===== config.mk =====
export PLATFORM = sky130hd
export DESIGN_NAME = div_unit
export DESIGN_NICKNAME = d
export VERILOG_FILES = /design/src/rtl/div_pkg.sv /design/src/rtl/div_step.sv /design/src/rtl/div_unit.sv
export SDC_FILE = /design/constraint.sdc
export NUM_CORES = 1
export LEC_CHECK = 0
export CORE_AREA = 2 2 147 149
export DETAILED_ROUTE_END_ITERATION = 10
export DIE_AREA = 0 0 149 151
export HOLD_SLACK_MARGIN = 0.12
export PLACE_DENSITY_LB_ADDON = 0.2
export REMOVE_ABC_BUFFERS = 1
export SETUP_SLACK_MARGIN = 0.2
export SKIP_CTS_REPAIR_TIMING = 1
export SLEW_MARGIN = 40
export SYNTH_ARGS = -nofsm -noshare
export SYNTH_HDL_FRONTEND = slang
export SYNTH_HIERARCHICAL = 1
export SYNTH_SLANG_ARGS = --single-unit

===== constraint.sdc =====
create_clock -name clk -period 6.21 [get_ports clk]
set_clock_uncertainty 0.05 [all_clocks]
set_input_delay 1.242 -clock clk [delete_from_list [all_inputs] [get_ports clk]]
set_output_delay 1.242 -clock clk [all_outputs]
set_load 0.01 [all_outputs]

===== src/rtl/div_pkg.sv =====
// div_pkg: FSM state type and sizing constants shared by the iterative divider.
`default_nettype none

package div_pkg;

   localparam int DIV_WIDTH = 32;
   localparam int DIV_CNT_W = $clog2(DIV_WIDTH + 1);

   typedef enum logic [1:0] {
      S_IDLE = 2'd0,
      S_CALC = 2'd1,
      S_FIX  = 2'd2,
      S_DONE = 2'd3
   } div_state_e;

   // Counter must be able to hold the value WIDTH itself.
   function automatic int cnt_width(input int w);
      return $clog2(w + 1);
   endfunction

endpackage

`default_nettype wire


===== src/rtl/div_step.sv =====
// div_step: one restoring shift/subtract iteration on a {remainder, quotient} pair.
`default_nettype none

module div_step
   import div_pkg::*;
#(
   parameter int WIDTH = DIV_WIDTH
) (
   input  logic [WIDTH-1:0] rem_i,
   input  logic [WIDTH-1:0] quo_i,
   input  logic [WIDTH-1:0] den_i,
   output logic [WIDTH-1:0] rem_o,
   output logic [WIDTH-1:0] quo_o
);

   logic [WIDTH:0]   rem_sh;
   logic [WIDTH+1:0] diff;
   logic             borrow;
   logic             unused_diff_hi;

   assign rem_sh = {rem_i, quo_i[WIDTH-1]};
   assign diff   = {1'b0, rem_sh} - {2'b00, den_i};
   assign borrow = diff[WIDTH+1];

   // With a zero divisor the top bit is shifted out deliberately; the
   // remainder then ends up equal to the dividend.
   assign unused_diff_hi = diff[WIDTH];

   assign rem_o = borrow ? rem_sh[WIDTH-1:0] : diff[WIDTH-1:0];
   assign quo_o = {quo_i[WIDTH-2:0], ~borrow};

endmodule

`default_nettype wire


===== src/rtl/div_unit.sv =====
// div_unit: multi-cycle restoring divider (DIV/DIVU) with flush and one-cycle done pulse.
// Signed support is built only when DIV_SIGNED_EN is defined.
`default_nettype none

module div_unit
   import div_pkg::*;
#(
   parameter int WIDTH = DIV_WIDTH
) (
   input  logic             clk,
   input  logic             rst,
   input  logic             start,
   input  logic             signed_op,
   input  logic [WIDTH-1:0] dividend,
   input  logic [WIDTH-1:0] divisor,
   input  logic             flush,
   output logic             busy,
   output logic             done,
   output logic [WIDTH-1:0] quotient,
   output logic [WIDTH-1:0] remainder
);

   localparam int CW = cnt_width(WIDTH);

   div_state_e       state_q;
   logic [CW-1:0]    cnt_q;
   logic [WIDTH-1:0] rem_q;
   logic [WIDTH-1:0] quo_q;
   logic [WIDTH-1:0] den_q;
   logic [WIDTH-1:0] quotient_q;
   logic [WIDTH-1:0] remainder_q;
   logic             busy_q;
   logic             done_q;

   logic             accept_d;
   logic [WIDTH-1:0] rem_step_d;
   logic [WIDTH-1:0] quo_step_d;
   logic [WIDTH-1:0] dvd_abs_d;
   logic [WIDTH-1:0] dsr_abs_d;
   logic [WIDTH-1:0] quo_fix_d;
   logic [WIDTH-1:0] rem_fix_d;

   assign accept_d = start & ~flush & ((state_q == S_IDLE) | (state_q == S_DONE));

   div_step #(
      .WIDTH (WIDTH)
   ) u_step (
      .rem_i (rem_q),
      .quo_i (quo_q),
      .den_i (den_q),
      .rem_o (rem_step_d),
      .quo_o (quo_step_d)
   );

`ifdef DIV_SIGNED_EN
   logic negq_q;
   logic negr_q;
   logic dzero_q;
   logic negq_d;
   logic negr_d;

   assign negq_d    = signed_op & (dividend[WIDTH-1] ^ divisor[WIDTH-1]);
   assign negr_d    = signed_op & dividend[WIDTH-1];
   assign dvd_abs_d = negr_d ? -dividend : dividend;
   assign dsr_abs_d = (signed_op & divisor[WIDTH-1]) ? -divisor : divisor;

   // A zero divisor must report all ones regardless of the dividend sign.
   assign quo_fix_d = dzero_q ? '1 : (negq_q ? -quo_q : quo_q);
   assign rem_fix_d = negr_q ? -rem_q : rem_q;

   always_ff @(posedge clk or negedge rst) begin
      if (!rst) begin
         negq_q  <= 1'b0;
         negr_q  <= 1'b0;
         dzero_q <= 1'b0;
      end else if (accept_d) begin
         negq_q  <= negq_d;
         negr_q  <= negr_d;
         dzero_q <= (divisor == '0);
      end
   end
`else
   logic unused_signed_op;

   assign unused_signed_op = signed_op;
   assign dvd_abs_d        = dividend;
   assign dsr_abs_d        = divisor;
   assign quo_fix_d        = quo_q;
   assign rem_fix_d        = rem_q;
`endif

   always_ff @(posedge clk or negedge rst) begin
      if (!rst) begin
         state_q     <= S_IDLE;
         cnt_q       <= '0;
         rem_q       <= '0;
         quo_q       <= '0;
         den_q       <= '0;
         quotient_q  <= '0;
         remainder_q <= '0;
         busy_q      <= 1'b0;
         done_q      <= 1'b0;
      end else begin
         done_q <= 1'b0;
         if (flush) begin
            state_q <= S_IDLE;
            busy_q  <= 1'b0;
         end else begin
            case (state_q)
               S_IDLE, S_DONE: begin
                  if (start) begin
                     state_q <= S_CALC;
                     busy_q  <= 1'b1;
                     cnt_q   <= '0;
                     rem_q   <= '0;
                     quo_q   <= dvd_abs_d;
                     den_q   <= dsr_abs_d;
                  end else begin
                     state_q <= S_IDLE;
                     busy_q  <= 1'b0;
                  end
               end
               // WIDTH iterations, then one extra CALC cycle to see the terminal count.
               S_CALC: begin
                  if (cnt_q == CW'(WIDTH)) begin
                     state_q <= S_FIX;
                  end else begin
                     rem_q <= rem_step_d;
                     quo_q <= quo_step_d;
                     cnt_q <= cnt_q + CW'(1);
                  end
               end
               S_FIX: begin
                  quotient_q  <= quo_fix_d;
                  remainder_q <= rem_fix_d;
                  state_q     <= S_DONE;
                  busy_q      <= 1'b0;
                  done_q      <= 1'b1;
               end
               default: begin
                  state_q <= S_IDLE;
                  busy_q  <= 1'b0;
               end
            endcase
         end
      end
   end

   assign busy      = busy_q;
   assign done      = done_q;
   assign quotient  = quotient_q;
   assign remainder = remainder_q;

endmodule

`default_nettype wire

==> Yosys cells after proc, flatten, opt, wreduce, memory -nomap -nowiden <==
Cells that the tools add are included.
{ "word_totals": {"latchBits": 0, "romBits": 0, "memories": 0, "ram_bits": 0, "ff_bits": 170, "input_bits": 69, "out_inout_bits": 66} }
{ "classes": {"n_eq_ne": 7, "reduce_logical": 7, "n_mux": 19, "addsub": 2, "n_mul": 0, "n_lt_le_gt_ge": 0, "n_shift": 0, "div": 0, "bitwise_logic": 2} }
{ "op_table": {"columns": ["op", "count"], "rows": [
  ["$mux 32", 5],
  ["$pmux 32 s2", 2],
  ["$sub 33x32->34", 1],
  ["$mux 6", 2],
  ["$pmux 6 s2", 1],
  ["$add 6x1->6 const B", 1],
  ["$eq 6x6->1 const B", 1],
  ["$pmux 2 s3", 1],
  ["$mux 1", 5],
  ["$eq 2x2->1 const B", 2],
  ["$mux 2", 2],
  ["$ne 2x2->1 const B", 2],
  ["$reduce_and 4->1", 1],
  ["$ne 3x3->1 const B", 1],
  ["$reduce_and 3->1", 1],
  ["$reduce_bool 3->1", 1],
  ["$eq 2x1->1 const B", 1],
  ["$logic_not 2->1", 1],
  ["$not 1->1", 2],
  ["$pmux 1 s2", 1],
  ["$reduce_and 2->1", 1],
  ["$reduce_bool 2->1", 1],
  ["$reduce_or 2->1", 1]
]} }

==> Logic depth before layout (Yosys ltp) <==
Gate-level depths: netlist (run 1).
{ "depth": {"depth_word": 4, "mapped_depth": 14} }

==> Cells and area by module <==
Netlist (run 1), hierarchy kept.
{ "modules_own_cells": {"columns": ["mod", "instances", "area_per_inst_um2", "cells_per_inst"], "rows": [
  ["div_unit", 1, 7622.3, 799],
  ["div_step", 1, 2662.6, 404]
]} }

==> Worst setup path before layout (run 1) <==
No wires, ideal clock.
{ "synth_timing": {"path_type": "register -> register", "from": "register quo_q[31], in the netlist quo_fix_d[31]", "to": "register rem_q[28], in the netlist rem_fix_d[28]", "arrival_ns": 2.439, "required_ns": 6.036, "stages_incl_launch_ff": 14, "synth_period_minus_slack_ns": 2.613, "setup_slack_ns": 3.597, "path_cell_list": "dfrtp_1 > inv_1 > ha_1 > inv_1 > fa_1 > a21o_1 > a31oi_4 > o21bai_1 > and3_1 > o41ai_2 > xor2_1 > o21ai_1 > nand4_1 > nand3_1"} }
{ "synth_via": {"elab_chain_cells": 4} }
{ "synth_rtl": {"columns": ["item", "line", "rtl"], "rows": [
  ["start, declared", "div_unit.sv:28", "logic [WIDTH-1:0] quo_q;"],
  ["start signal, assigned", "div_unit.sv:116", "quo_q <= dvd_abs_d;"],
  ["start signal, assigned", "div_unit.sv:129", "quo_q <= quo_step_d;"],
  ["$sub 33x32->34", "div_step.sv:22", "assign diff = {1'b0, rem_sh} - {2'b00, den_i};"],
  ["$mux 32", "div_step.sv:29", "assign rem_o = borrow ? rem_sh[WIDTH-1:0] : diff[WIDTH-1:0];"],
  ["via rem_step_d[28]", "div_unit.sv:36", "logic [WIDTH-1:0] rem_step_d;"],
  ["$mux 32", "div_unit.sv:125", "if (cnt_q == CW'(WIDTH)) begin"],
  ["$pmux 32 s2", "div_unit.sv:109", "case (state_q)"],
  ["end signal, assigned", "div_unit.sv:128", "rem_q <= rem_step_d;"],
  ["end, declared", "div_unit.sv:27", "logic [WIDTH-1:0] rem_q;"]
]} }
The timed path passes the listed nets, and every way through them passes these cells. The select of a mux whose other input is x is not followed.
A chain may end at the register's enable or synchronous reset.

==> Worst setup path in the final report (run 1) <==
{ "layout_timing": {"from": "register rem_q[0], in the netlist rem_fix_d[0]", "to": "register rem_q[29], in the netlist rem_fix_d[29]"} }
{ "layout_via": {"elab_chain_cells": 4} }
{ "layout_rtl": {"columns": ["item", "line"], "rows": [
  ["$sub 33x32->34", "div_step.sv:22"],
  ["$mux 32", "div_step.sv:29"],
  ["via rem_step_d[29]", "div_unit.sv:36"],
  ["$mux 32", "div_unit.sv:125"],
  ["$pmux 32 s2", "div_unit.sv:109"]
]} }
The timed path passes the listed nets, and every way through them passes these cells. The select of a mux whose other input is x is not followed.

==> results of run 1 <==
[cells in the mapped netlist, drive strengths merged, types with 7 or more instances]
| cell | number |
|---|---|
| xor2 | 9 |
| nor2 | 32 |
| nand2 | 278 |
| clkbuf | 44 |
| mux2i | 32 |
| dfrtp | 170 |
| xnor2 | 13 |
| nor2b | 35 |
| inv | 52 |
| nand3 | 140 |
| a21o | 14 |
| ha | 36 |
| nor3 | 7 |
| mux2 | 36 |
| buf | 68 |
| a31oi | 9 |
| o21ai | 44 |
| nand4 | 68 |
| a21oi | 36 |
[per-stage QoR]
stage / instance area [um^2] / setup TNS [ps]
floorplan: 9677 / -191620
global placement: 11500 / 0
detailed placement: 11540 / 0
CTS: 12190 / 0
global route: 12190 / 0
finish: 12190 / 0
[registers in the layout (all words and copies together), names as in the netlist]
| signal | cells |
|---|---|
| busy | 1 |
| quo_fix_d | 32 |
| rem_fix_d | 32 |
| quotient | 32 |
| cnt_q | 6 |
| done | 1 |
| den_q | 32 |
| remainder | 32 |
| state_q | 2 |
[placed cells by master (no fill, tap or decap), types with 6 or more instances in the layout]
master	instances
a21o_1	12
a21oi_1	33
a31oi_1	7
and3_1	6
buf_4	11
clkbuf_16	17
clkdlybuf4s50_1	132
dfrtp_1	170
ha_1	35
inv_1	49
mux2_2	32
mux2i_1	32
nand2_1	278
nand3_1	140
nand4_1	68
nor2_1	31
nor2b_1	35
o21ai_0	40
xnor2_1	13
xor2_1	9
[metal layers]
layer / part of all wire / routed length, um / track usage
met3: 0.047 / 1202 / 0.03916
met1: 0.47 / 12130 / 0.3305
met5: 0 / 0 / 0
met4: 0.011 / 293 / 0.06000
met2: 0.47 / 12100 / 0.3829
[cell type report]
type / instances / area, um^2 / share of cell area
multi-input cells: 869 / 5268 / 0.4321
flip-flops and latches: 170 / 4254 / 0.3490
repair buffers: 147 / 1478 / 0.1212
clock buffers: 17 / 425.4 / 0.03490
well taps: 275 / 344.1 / 0.02823
clock inverters: 15 / 224.0 / 0.01837
inverters: 52 / 195.2 / 0.01601
diodes: 1 / 2.502 / 0.0002053
[worst min-delay path by stage]
| stage | start | endpoint | cells past startpoint |
|---|---|---|---|
| after detailed placement | quotient[25]$_DFFE_PN0P_ | quotient[25]$_DFFE_PN0P_ | 2 |
| after CTS | quotient[25]$_DFFE_PN0P_ | quotient[25]$_DFFE_PN0P_ | 2 |
| after floorplan | den_q[2]$_DFFE_PN0P_ | den_q[2]$_DFFE_PN0P_ | 1 |
| after global placement | quotient[11]$_DFFE_PN0P_ | quotient[11]$_DFFE_PN0P_ | 2 |
| final | quotient[25]$_DFFE_PN0P_ | quotient[25]$_DFFE_PN0P_ | 2 |
| after global routing | quotient[25]$_DFFE_PN0P_ | quotient[25]$_DFFE_PN0P_ | 2 |
[report_power, final]
group,total (mW),switching (mW),internal (mW)
clock network,1.17,0.484,0.682
registers,1.81,0.290,1.52
logic,2.14,1.18,0.956
[worst max-delay path, cell delays in order (launching register included)]
cell	delay (ps)
dfrtp_1	470
ha_1	340
nor2b_1	150
o2111a_1	270
o21ai_1	470
a311oi_2	200
nor3_4	210
buf_4	480
a211oi_1	110
nor3_1	350
nand4_1	130
nand3_1	110
[cell families (layout without fill, tap and decap cells)]
kind of cell,Yosys count,count (layout)
and+or+nand+nor,585,585
DFF,170,170
buffers and inverters,164,231
AOI/OAI and AO/OA,157,157
muxes,68,68
adders and majority gates,37,37
xor gates and xnor gates,22,22
other,0,1
==> impl_summary.log, run 1 <==
INFO  metric run_status = finished clean
INFO  metric postSynth.asyncResetShare = 1.000
INFO  metric worst-endpoint-required = 6530 ps
INFO  metric finalCoreUtilization = 0.5854
INFO  metric synth.largest_area_cell = dfrtp_1
INFO  metric total_leakage_power = 5.620 nW
INFO  metric first_global_vias = 8254
INFO  metric power.total = 5.108 mW
INFO  metric muxShareOfSynthArea = 0.07129
INFO  metric synthesis.area_per_instance = 8.549 um^2
INFO  metric worst_reg_to_reg_setup_slack = 2820 ps
INFO  metric crit_fanout = 48
INFO  metric avgRoutedWirePerCell = 16.64 um
INFO  metric syn_area = 10280 um^2
INFO  metric worst_reg2reg_path_endpoint = rem_fix_d[29]$_DFFE_PN0P_
INFO  metric grt_setup_unrepaired = false
INFO  metric worst-endpoint-arrival = 3720 ps
INFO  metric cts.path.max_buffers = 2
INFO  metric start_util = 0.4939
INFO  metric remaining_drc_errors = 0
INFO  metric die_area = 22500 um^2
INFO  metric post_route_cells_drive_above_1_share = 0.08740
INFO  metric slew_viol_final = 0
INFO  metric io_count = 135
INFO  metric tightestPinTransition = 783.2 ps
INFO  metric clock_insertion_delay_worst_skew = 430 ps
INFO  metric timing.final.crit_period = 3395 ps
INFO  metric fillers = 1933
INFO  metric dpl_worst_slack = 2605 ps
INFO  metric synth-seq-area-share = 0.4136
INFO  metric track_usage = 0.2359
INFO  metric antenna_violations_before_repair = 0
INFO  metric power_density = 419.0 nW/um^2
INFO  metric place.detailed.instances = 1513
INFO  metric dpl.hpwl = 17.15 mm
INFO  metric fin_crit_sh = 0.5466
INFO  metric design.final.nets = 1363
INFO  metric global_route.overflow_total = 0
INFO  metric setup_viol = 0
INFO  metric synth_top_cells_by_area = dfrtp_1, nand2_1, nand3_1, ha_1, nand4_1
INFO  metric gp_routability_congestion = 0.9363
INFO  metric synthSimpleGateAreaFrac = 0.2668
INFO  metric setup.worst_path.end_class = flip-flop
INFO  metric area_growth = 18.53%
INFO  metric finalHoldViolCount = 0
INFO  metric cts_root_buf = clkbuf_16
INFO  metric die_w = 149 um
INFO  metric synth_top_family_by_area = simple AND/OR/NAND/NOR gates
INFO  metric floorplan.core_area = 20820 um^2
INFO  metric startpoint_of_the_worst_register_to_register_path = rem_fix_d[0]$_DFFE_PN0P_
INFO  metric drt-total-wl = 25.73 mm
INFO  metric ys_dominant_reg_cell = dfrtp_1
INFO  metric grt_max_degree = 86
INFO  metric number_of_rows_in_the_core_area = 53
INFO  metric vdd_drop_max = 0.0002139 V
INFO  metric yosys_warnings = 6
INFO  metric grt_pass1_wl = 42.50 mm
INFO  metric cts.sinks = 170
INFO  metric cts_buffers = 17
INFO  metric route.antenna.remaining_nets = 0
INFO  metric post_synth_xor_area_fraction = 0.01873
INFO  metric synth_compound_area_frac = 0.1057
INFO  metric startpoint = rem_fix_d[0]$_DFFE_PN0P_
INFO  metric clock.fmax = 294.6 MHz
INFO  metric synth.distinct_cells = 73
INFO  metric yosys.area.top_type_share = 0.4136
INFO  metric setup.worst_path.class = reg -> reg
INFO  metric quantity_of_i_o_buffers_inserted_on_ports = 133
INFO  metric die_height = 151 um
INFO  metric reg2reg_depth = 11
INFO  metric synth_enable_flop_cells = 0
INFO  metric first_pass_iters = 5
INFO  metric detailedRoute.firstIterationViolations = 566
INFO  metric synth.ff_latch_count = 170
INFO  metric dr_total_vias = 8682
INFO  metric cts_max_level = 4
INFO  metric post_route_worst_hold_slack = 422.9 ps
INFO  metric critical_path.startpoint_type = flip-flop
INFO  metric path_clk_slew = 70 ps
INFO  metric hold_path_class = reg -> reg
INFO  metric post_synth_inst_count = 1203
INFO  metric max-cap-violations = 0
INFO  metric timing.critical_path.to = rem_fix_d[29]$_DFFE_PN0P_
INFO  metric slew_headroom = 0.4779
INFO  metric layoutNonFillerInstCount = 1546
INFO  metric setup_ws = 2815 ps
INFO  metric cts_tree = yes
INFO  metric vias_per_cell = 5.616
INFO  metric synthAdderAreaFrac = 0.04574
(Power assumes the default switching activity.)
==> inputs of run 2 (changes only) <==
Clock period 6.21 ns to 3.4 ns, I/O delays scaled along.
==> impl_summary.log, run 2 (same netlist as run 1, synthesis figures left out) <==
INFO  metric run_status = finished clean (unchanged)
INFO  metric max-cap-violations = 0 (unchanged)
INFO  metric drt-total-wl = 25.40 mm (was 25.73 mm)
INFO  metric fillers = 1935 (was 1933)
INFO  metric route.antenna.remaining_nets = 0 (unchanged)
INFO  metric setup.worst_path.class = reg -> reg (unchanged)
INFO  metric power.total = 9.121 mW (was 5.108 mW)
INFO  metric vias_per_cell = 5.670 (was 5.616)
INFO  metric timing.final.crit_period = 2994 ps (was 3395 ps)
INFO  metric gr-usage-met1 = 0.3307 (was 0.3305)
INFO  metric path_clk_slew = 70 ps (about the same)
INFO  metric worst-endpoint-required = 3730 ps (was 6530 ps)
INFO  metric totalNegativeSetupSlack = 0 ps (unchanged)
INFO  metric worst_reg2reg_path_endpoint = rem_fix_d[30]$_DFFE_PN0P_ (was rem_fix_d[29]$_DFFE_PN0P_)
INFO  metric slew_viol_final = 0 (unchanged)
INFO  metric met3_usage = 0.03253 (was 0.03916)
INFO  metric first_global_vias = 8407 (was 8254)
INFO  metric slew_headroom = 0.4715 (was 0.4779)
INFO  metric io_count = 135 (unchanged)
INFO  metric post_route_worst_hold_slack = 120.7 ps (was 422.9 ps)
INFO  metric first_pass_iters = 5 (unchanged)
INFO  metric layout.cells.most_common_list = nand2_1, dfrtp_1, nand3_1 (unchanged)
INFO  metric critical_path.startpoint_type = flip-flop (unchanged)
INFO  metric gp_routability_congestion = 0.9033 (was 0.9363)
INFO  metric startpoint_of_the_worst_register_to_register_path = quo_fix_d[31]$_DFFE_PN0P_ (was rem_fix_d[0]$_DFFE_PN0P_)
INFO  metric post_route_cells_drive_above_1_share = 0.09098 (was 0.08740)
INFO  metric tightestPinTransition = 792.7 ps (was 783.2 ps)
INFO  metric grt_pass1_wl = 42.61 mm (was 42.50 mm)
INFO  metric worst_path_largest_cell_delay = 420 ps (was 480 ps)
INFO  metric cts.sinks = 170 (unchanged)
INFO  metric track_usage = 0.2357 (was 0.2359)
INFO  metric cts.path.max_buffers = 2 (unchanged)
INFO  metric fin_crit_sh = 0.8807 (was 0.5466)
INFO  metric clock_insertion_delay_worst_skew = 440 ps (was 430 ps)
INFO  metric grt_util_met2 = 0.3770 (was 0.3829)
INFO  metric worst-endpoint-arrival = 3320 ps (was 3720 ps)
INFO  metric remaining_drc_errors = 0 (unchanged)
INFO  metric critical-path-slowest-cell = dfrtp_1 (was buf_4)
INFO  metric area_growth = 18.64% (was 18.53%)
INFO  metric hold_path_class = in -> async (was reg -> reg)
INFO  metric die_w = 149 um (unchanged)
INFO  metric detailedRoute.firstIterationViolations = 572 (was 566)
INFO  metric vdd_drop_max = 0.0004062 V (was 0.0002139 V)
INFO  metric design.final.nets = 1368 (was 1363)
INFO  metric path_common_cell = inv_1
INFO  metric die_area = 22500 um^2 (unchanged)
INFO  metric global_route.overflow_total = 0 (unchanged)
INFO  metric avgRoutedWirePerCell = 16.39 um (was 16.64 um)
INFO  metric grt_max_degree = 85 (was 86)
INFO  metric power_density = 747.5 nW/um^2 (was 419.0 nW/um^2)
INFO  metric number_of_rows_in_the_core_area = 53 (unchanged)
INFO  metric cts_tree = yes (unchanged)
INFO  metric critical_path.cell_chain = inv_1 -> ha_1 -> inv_1 -> fa_1 -> a21o_1 -> a31oi_4 -> nor3_2 -> a31oi_2 -> o21a_2 -> o21ai_0 -> a221oi_2 -> nand4_1 -> nand3_1 (was ha_1 -> nor2b_1 -> o2111a_1 -> o21ai_1 -> a311oi_2 -> nor3_4 -> buf_4 -> a211oi_1 -> nor3_1 -> nand4_1 -> nand3_1)
INFO  metric floorplan.core_area = 20820 um^2 (unchanged)
INFO  metric antenna_violations_before_repair = 0 (unchanged)
INFO  metric cts_root_buf = clkbuf_16 (unchanged)
INFO  metric setup.worst_path.end_class = flip-flop (unchanged)
INFO  metric clock.fmax = 334.0 MHz (was 294.6 MHz)
INFO  metric setup_ws = 405.7 ps (was 2815 ps)
INFO  metric antenna_diode_count = 0 (was 1)
INFO  metric setup_viol = 0 (unchanged)
INFO  metric grt_setup_unrepaired = false (unchanged)
INFO  metric leading_cell_type_in_the_layout_fill_and_taps_excluded = nand2_1 (unchanged)
INFO  metric start_util = 0.4939 (unchanged)
INFO  metric worst_reg_to_reg_setup_slack = 410 ps (was 2820 ps)
INFO  metric finalHoldViolCount = 0 (unchanged)
INFO  metric dr_total_vias = 8789 (was 8682)
INFO  metric crit_fanout = 5 (was 48)
INFO  metric dpl_worst_slack = 414.0 ps (was 2605 ps)
INFO  metric total_leakage_power = 5.636 nW (was 5.620 nW)
INFO  metric die_height = 151 um (unchanged)
INFO  metric gr-max-usage-layer = met2 (unchanged)
INFO  metric dpl.hpwl = 16.97 mm (was 17.15 mm)
INFO  metric quantity_of_i_o_buffers_inserted_on_ports = 133 (unchanged)
INFO  metric cts_max_level = 4 (unchanged)
INFO  metric reg2reg_depth = 13 (was 11)
INFO  metric cts_buffers = 17 (unchanged)
==> run 2: changes by cell type in the layout (fill, tap and decap cells not counted), sizes merged <==
| cell | before | now |
|---|---|---|
| clkinvlp | 3 | 1 |
| clkbuf | 18 | 17 |
| clkinv | 8 | 7 |
| bufinv | 4 | 0 |
| diode | 1 | 0 |
| inv | 52 | 59 |
| buf | 14 | 20 |
==> run 2: power breakdown <==
group / internal, mW / leakage, nW / switching [mW] / total (mW)
Combinational: 1.76 / 3.18 / 2.16 / 3.91
Clock: 0.977 / 0.280 / 0.947 / 1.92
Sequential: 2.77 / 2.17 / 0.516 / 3.29
Total: 5.50 / 5.64 / 3.62 / 9.12
==> run 2: cell type report <==
cell class / count / area [um^2] / share of cell area
inverter: 52 / 195.2 / 0.01600
multi-input combinational: 869 / 5268 / 0.4317
clock inverter: 15 / 152.6 / 0.01251
tap: 275 / 344.1 / 0.02820
timing repair buffer: 152 / 1563 / 0.1281
clock buffer: 17 / 425.4 / 0.03486
sequential: 170 / 4254 / 0.3486
==> run 2: worst max-delay path by stage <==
| stage | from | endpoint | slack (ps) | depth (start not counted) |
|---|---|---|---|---|
| 2_1_floorplan | flush | quo_fix_d[0]$_DFFE_PN0P_ | -5190 | 4 |
| 3_3_place_gp | quo_fix_d[31]$_DFFE_PN0P_ | rem_fix_d[30]$_DFFE_PN0P_ | 490 | 13 |
| 3_5_place_dp | quo_fix_d[31]$_DFFE_PN0P_ | rem_fix_d[30]$_DFFE_PN0P_ | 410 | 13 |
| 4_1_cts | quo_fix_d[31]$_DFFE_PN0P_ | rem_fix_d[30]$_DFFE_PN0P_ | 390 | 13 |
| 5_1_grt | quo_fix_d[31]$_DFFE_PN0P_ | rem_fix_d[30]$_DFFE_PN0P_ | 200 | 13 |
| 6_report | quo_fix_d[31]$_DFFE_PN0P_ | rem_fix_d[30]$_DFFE_PN0P_ | 410 | 13 |
==> run 2: critical path: cells and delay by family, from the launching register on <==
kind	cells	cell delay (ps)
flip-flops	1	420
AO/OA/AOI/OAI	6	1430
AND/OR/NAND/NOR	3	340
buffers and inverters	2	130
adder cells (fa/ha/maj)	2	560
==> run 2: routing by layer <==
metal	vias to the layer above	wire length, um
met3	36	1159
li1	4266	-
met4	0	495
met1	4238	11820
met5	-	0
met2	249	11920
==> run 2: per-stage QoR <==
step,utilization,cells,area [um^2]
3_5_place_dp,0.5582,1518,11620
5_1_grt,0.5860,1550,12200
3_3_place_gp,0.5582,1518,11620
2_1_floorplan,-,1091,9677
4_1_cts,0.5860,1550,12200
6_report,0.5860,1550,12200
==> inputs of run 3 (changes only) <==
Settings changed: CTS_CLUSTER_DIAMETER set to 60, GPL_TIMING_DRIVEN set to 1, PLACE_DENSITY_LB_ADDON 0.2 to 0.15.
==> impl_summary.log, run 3 (same netlist as run 1, synthesis figures left out) <==
INFO  metric run_status = finished clean (unchanged)
INFO  metric wl_met1 = 12.03 mm (was 11.82 mm)
INFO  metric avgRoutedWirePerCell = 15.88 um (was 16.39 um)
INFO  metric max-cap-violations = 0 (unchanged)
INFO  metric slew_headroom = 0.5059 (was 0.4715)
INFO  metric slew_viol_final = 0 (unchanged)
INFO  metric cts_buffers = 17 (unchanged)
INFO  metric finalHoldViolCount = 0 (unchanged)
INFO  metric fin_crit_sh = 0.8826 (was 0.8807)
INFO  metric length_of_routed_met3_wiring = 1.254 mm (was 1.159 mm)
INFO  metric sw_frac_of_total = 0.3943 (was 0.3966)
INFO  metric drt-total-wl = 24.66 mm (was 25.40 mm)
INFO  metric grt_max_degree = 96 (was 85)
INFO  metric vias_per_cell = 5.566 (was 5.670)
INFO  metric route.antenna.remaining_nets = 0 (unchanged)
INFO  metric remaining_drc_errors = 0 (unchanged)
INFO  metric finalCoreUtilization = 0.5871 (was 0.5860)
INFO  metric design.final.nets = 1371 (was 1368)
INFO  metric first_global_vias = 7976 (was 8407)
INFO  metric tightestPinTransition = 741.2 ps (was 792.7 ps)
INFO  metric post_route_cells_drive_above_1_share = 0.09311 (was 0.09098)
INFO  metric global_route.overflow_total = 0 (unchanged)
INFO  metric clock_insertion_delay_worst_skew = 440 ps (about the same)
INFO  metric dr_total_vias = 8644 (was 8789)
INFO  metric total_leakage_power = 5.645 nW (was 5.636 nW)
INFO  metric power.share.combinational = 0.430 (was 0.429)
INFO  metric area_growth = 18.86% (was 18.64%)
INFO  metric startpoint = rem_fix_d[8]$_DFFE_PN0P_ (was quo_fix_d[31]$_DFFE_PN0P_)
INFO  metric vdd_drop_max = 0.0004851 V (was 0.0004062 V)
INFO  metric cts_max_level = 4 (unchanged)
INFO  metric cts_root_buf = clkbuf_16 (unchanged)
INFO  metric post_route_worst_hold_slack = 192.2 ps (was 120.7 ps)
INFO  metric layout.cells.most_common_list = nand2_1, dfrtp_1, nand3_1 (unchanged)
INFO  metric floorplan.core_area = 20820 um^2 (unchanged)
INFO  metric fillers = 1908 (was 1935)
INFO  metric setup_viol = 0 (unchanged)
INFO  metric timing.final.crit_period = 3001 ps (was 2994 ps)
INFO  metric worst-endpoint-arrival = 3330 ps (was 3320 ps)
INFO  metric cts.sinks = 170 (unchanged)
INFO  metric critical_path.startpoint_type = flip-flop (unchanged)
INFO  metric cell_internal_pwr = 5.516 mW (was 5.504 mW)
INFO  metric layoutNonFillerInstCount = 1553 (was 1550)
INFO  metric io_count = 135 (unchanged)
INFO  metric cts_tree = yes (unchanged)
INFO  metric power_density = 745.0 nW/um^2 (was 747.5 nW/um^2)
INFO  metric route.top_layer_used = met4 (unchanged)
INFO  metric antenna_violations_before_repair = 0 (unchanged)
INFO  metric layout.cell_area.non_filler = 12220 um^2 (was 12200 um^2)
INFO  metric first_pass_iters = 5 (unchanged)
INFO  metric start_util = 0.4939 (unchanged)
INFO  metric path_clk_slew = 70 ps (about the same)
INFO  metric grt_pass1_wl = 41.01 mm (was 42.61 mm)
INFO  metric quantity_of_i_o_buffers_inserted_on_ports = 133 (unchanged)
INFO  metric clock.fmax = 333.2 MHz (was 334.0 MHz)
INFO  metric die_height = 151 um (unchanged)
INFO  metric die_area = 22500 um^2 (unchanged)
INFO  metric hold_path_class = in -> async (unchanged)
INFO  metric number_of_rows_in_the_core_area = 53 (unchanged)
INFO  metric grt_setup_unrepaired = false (unchanged)
INFO  metric leading_cell_type_in_the_layout_fill_and_taps_excluded = nand2_1 (unchanged)
INFO  metric crit_fanout = 14 (was 5)
INFO  metric die_w = 149 um (unchanged)
INFO  metric setup.worst_path.end_class = flip-flop (unchanged)
INFO  metric pwr-share-seq = 0.360 (about the same)
INFO  metric power.total = 9.108 mW (was 9.121 mW)
INFO  metric net_sw_power = 3.591 mW (was 3.617 mW)
INFO  metric track_usage = 0.2269 (was 0.2357)
INFO  metric dpl.hpwl = 16.63 mm (was 16.97 mm)
INFO  metric antenna_diode_count = 0 (unchanged)
INFO  metric dpl-instance-area = 11640 um^2 (was 11620 um^2)
INFO  metric cts.path.max_buffers = 2 (unchanged)
INFO  metric startpoint_of_the_worst_register_to_register_path = rem_fix_d[8]$_DFFE_PN0P_ (was quo_fix_d[31]$_DFFE_PN0P_)
INFO  metric gp_routability_congestion = 0.8978 (was 0.9033)
INFO  metric worst-endpoint-required = 3730 ps (about the same)
INFO  metric detailedRoute.firstIterationViolations = 479 (was 572)
INFO  metric setup.worst_path.class = reg -> reg (unchanged)
INFO  metric power.share.clock = 0.210 (was 0.211)
INFO  metric met2_wirelength = 11.17 mm (was 11.92 mm)
INFO  metric place.detailed.instances = 1521 (was 1518)
==> run 3: cell types whose count changed in the layout (fill, tap and decap cells not counted), sizes merged <==
cell and change:
buf +3, clkinv +1, inv -1
==> run 3: layout make-up <==
type	count	area (um^2)	area share
Timing Repair Buffer	155	1575	0.1289
Inverter	52	195.2	0.01597
Sequential cell	170	4254	0.3480
Multi-Input combinational cell	869	5275	0.4315
Clock buffer	17	425.4	0.03480
Tap cell	275	344.1	0.02815
Clock inverter	15	155.1	0.01269
==> run 3: metal layers <==
layer / global-route usage / vias up
li1: - / 4283
met4: 0.05095 / 0
met3: 0.03825 / 16
met1: 0.3291 / 4128
met2: 0.3578 / 217
met5: 0 / -
==> run 3: critical path, stage by stage (launching register included) <==
cell	delay [ps]
dfrtp_1	430
ha_1	520
and3_1	230
and3_1	150
o21ai_1	70
buf_4	160
a311oi_2	350
nor3_4	70
inv_2	290
nor2_1	70
nor3_1	310
nand4_1	140
nand3_1	100
==> run 3: path summary, 6_finish.rpt <==
kind | endpoint | slack, ps | cells after the start
setup / recovery | rem_fix_d[29]$_DFFE_PN0P_ | 400 | 12
hold / removal | remainder[2]$_DFFE_PN0P_ | 190 | 1
setup reg to reg | rem_fix_d[29]$_DFFE_PN0P_ | 400 | 12
hold reg to reg | quotient[3]$_DFFE_PN0P_ | 420 | 2
max in group asynchronous | quotient[1]$_DFFE_PN0P_ | 2200 | 2
min in group clk | quotient[3]$_DFFE_PN0P_ | 420 | 2
==> run 3: per-stage QoR <==
step / worst slack (ps) / setup TNS (ps)
2_1_floorplan: -5186 / -347450
4_1_cts: 429.3 / 0
3_5_place_dp: 454.7 / 0
5_1_grt: 225.2 / 0
3_3_place_gp: 489.8 / 0
6_report: 399.0 / 0
==> run 3: power by group through the flow <==
stage / Sequential [mW] / Combinational (mW) / Clock, mW
after floorplan: 3.36 / 2.35 / 0
after global placement: 3.28 / 3.84 / 0
after detailed placement: 3.32 / 3.91 / 0
after CTS: 3.28 / 3.93 / 1.95
after global routing: 3.38 / 4.35 / 2.04
final: 3.28 / 3.92 / 1.91
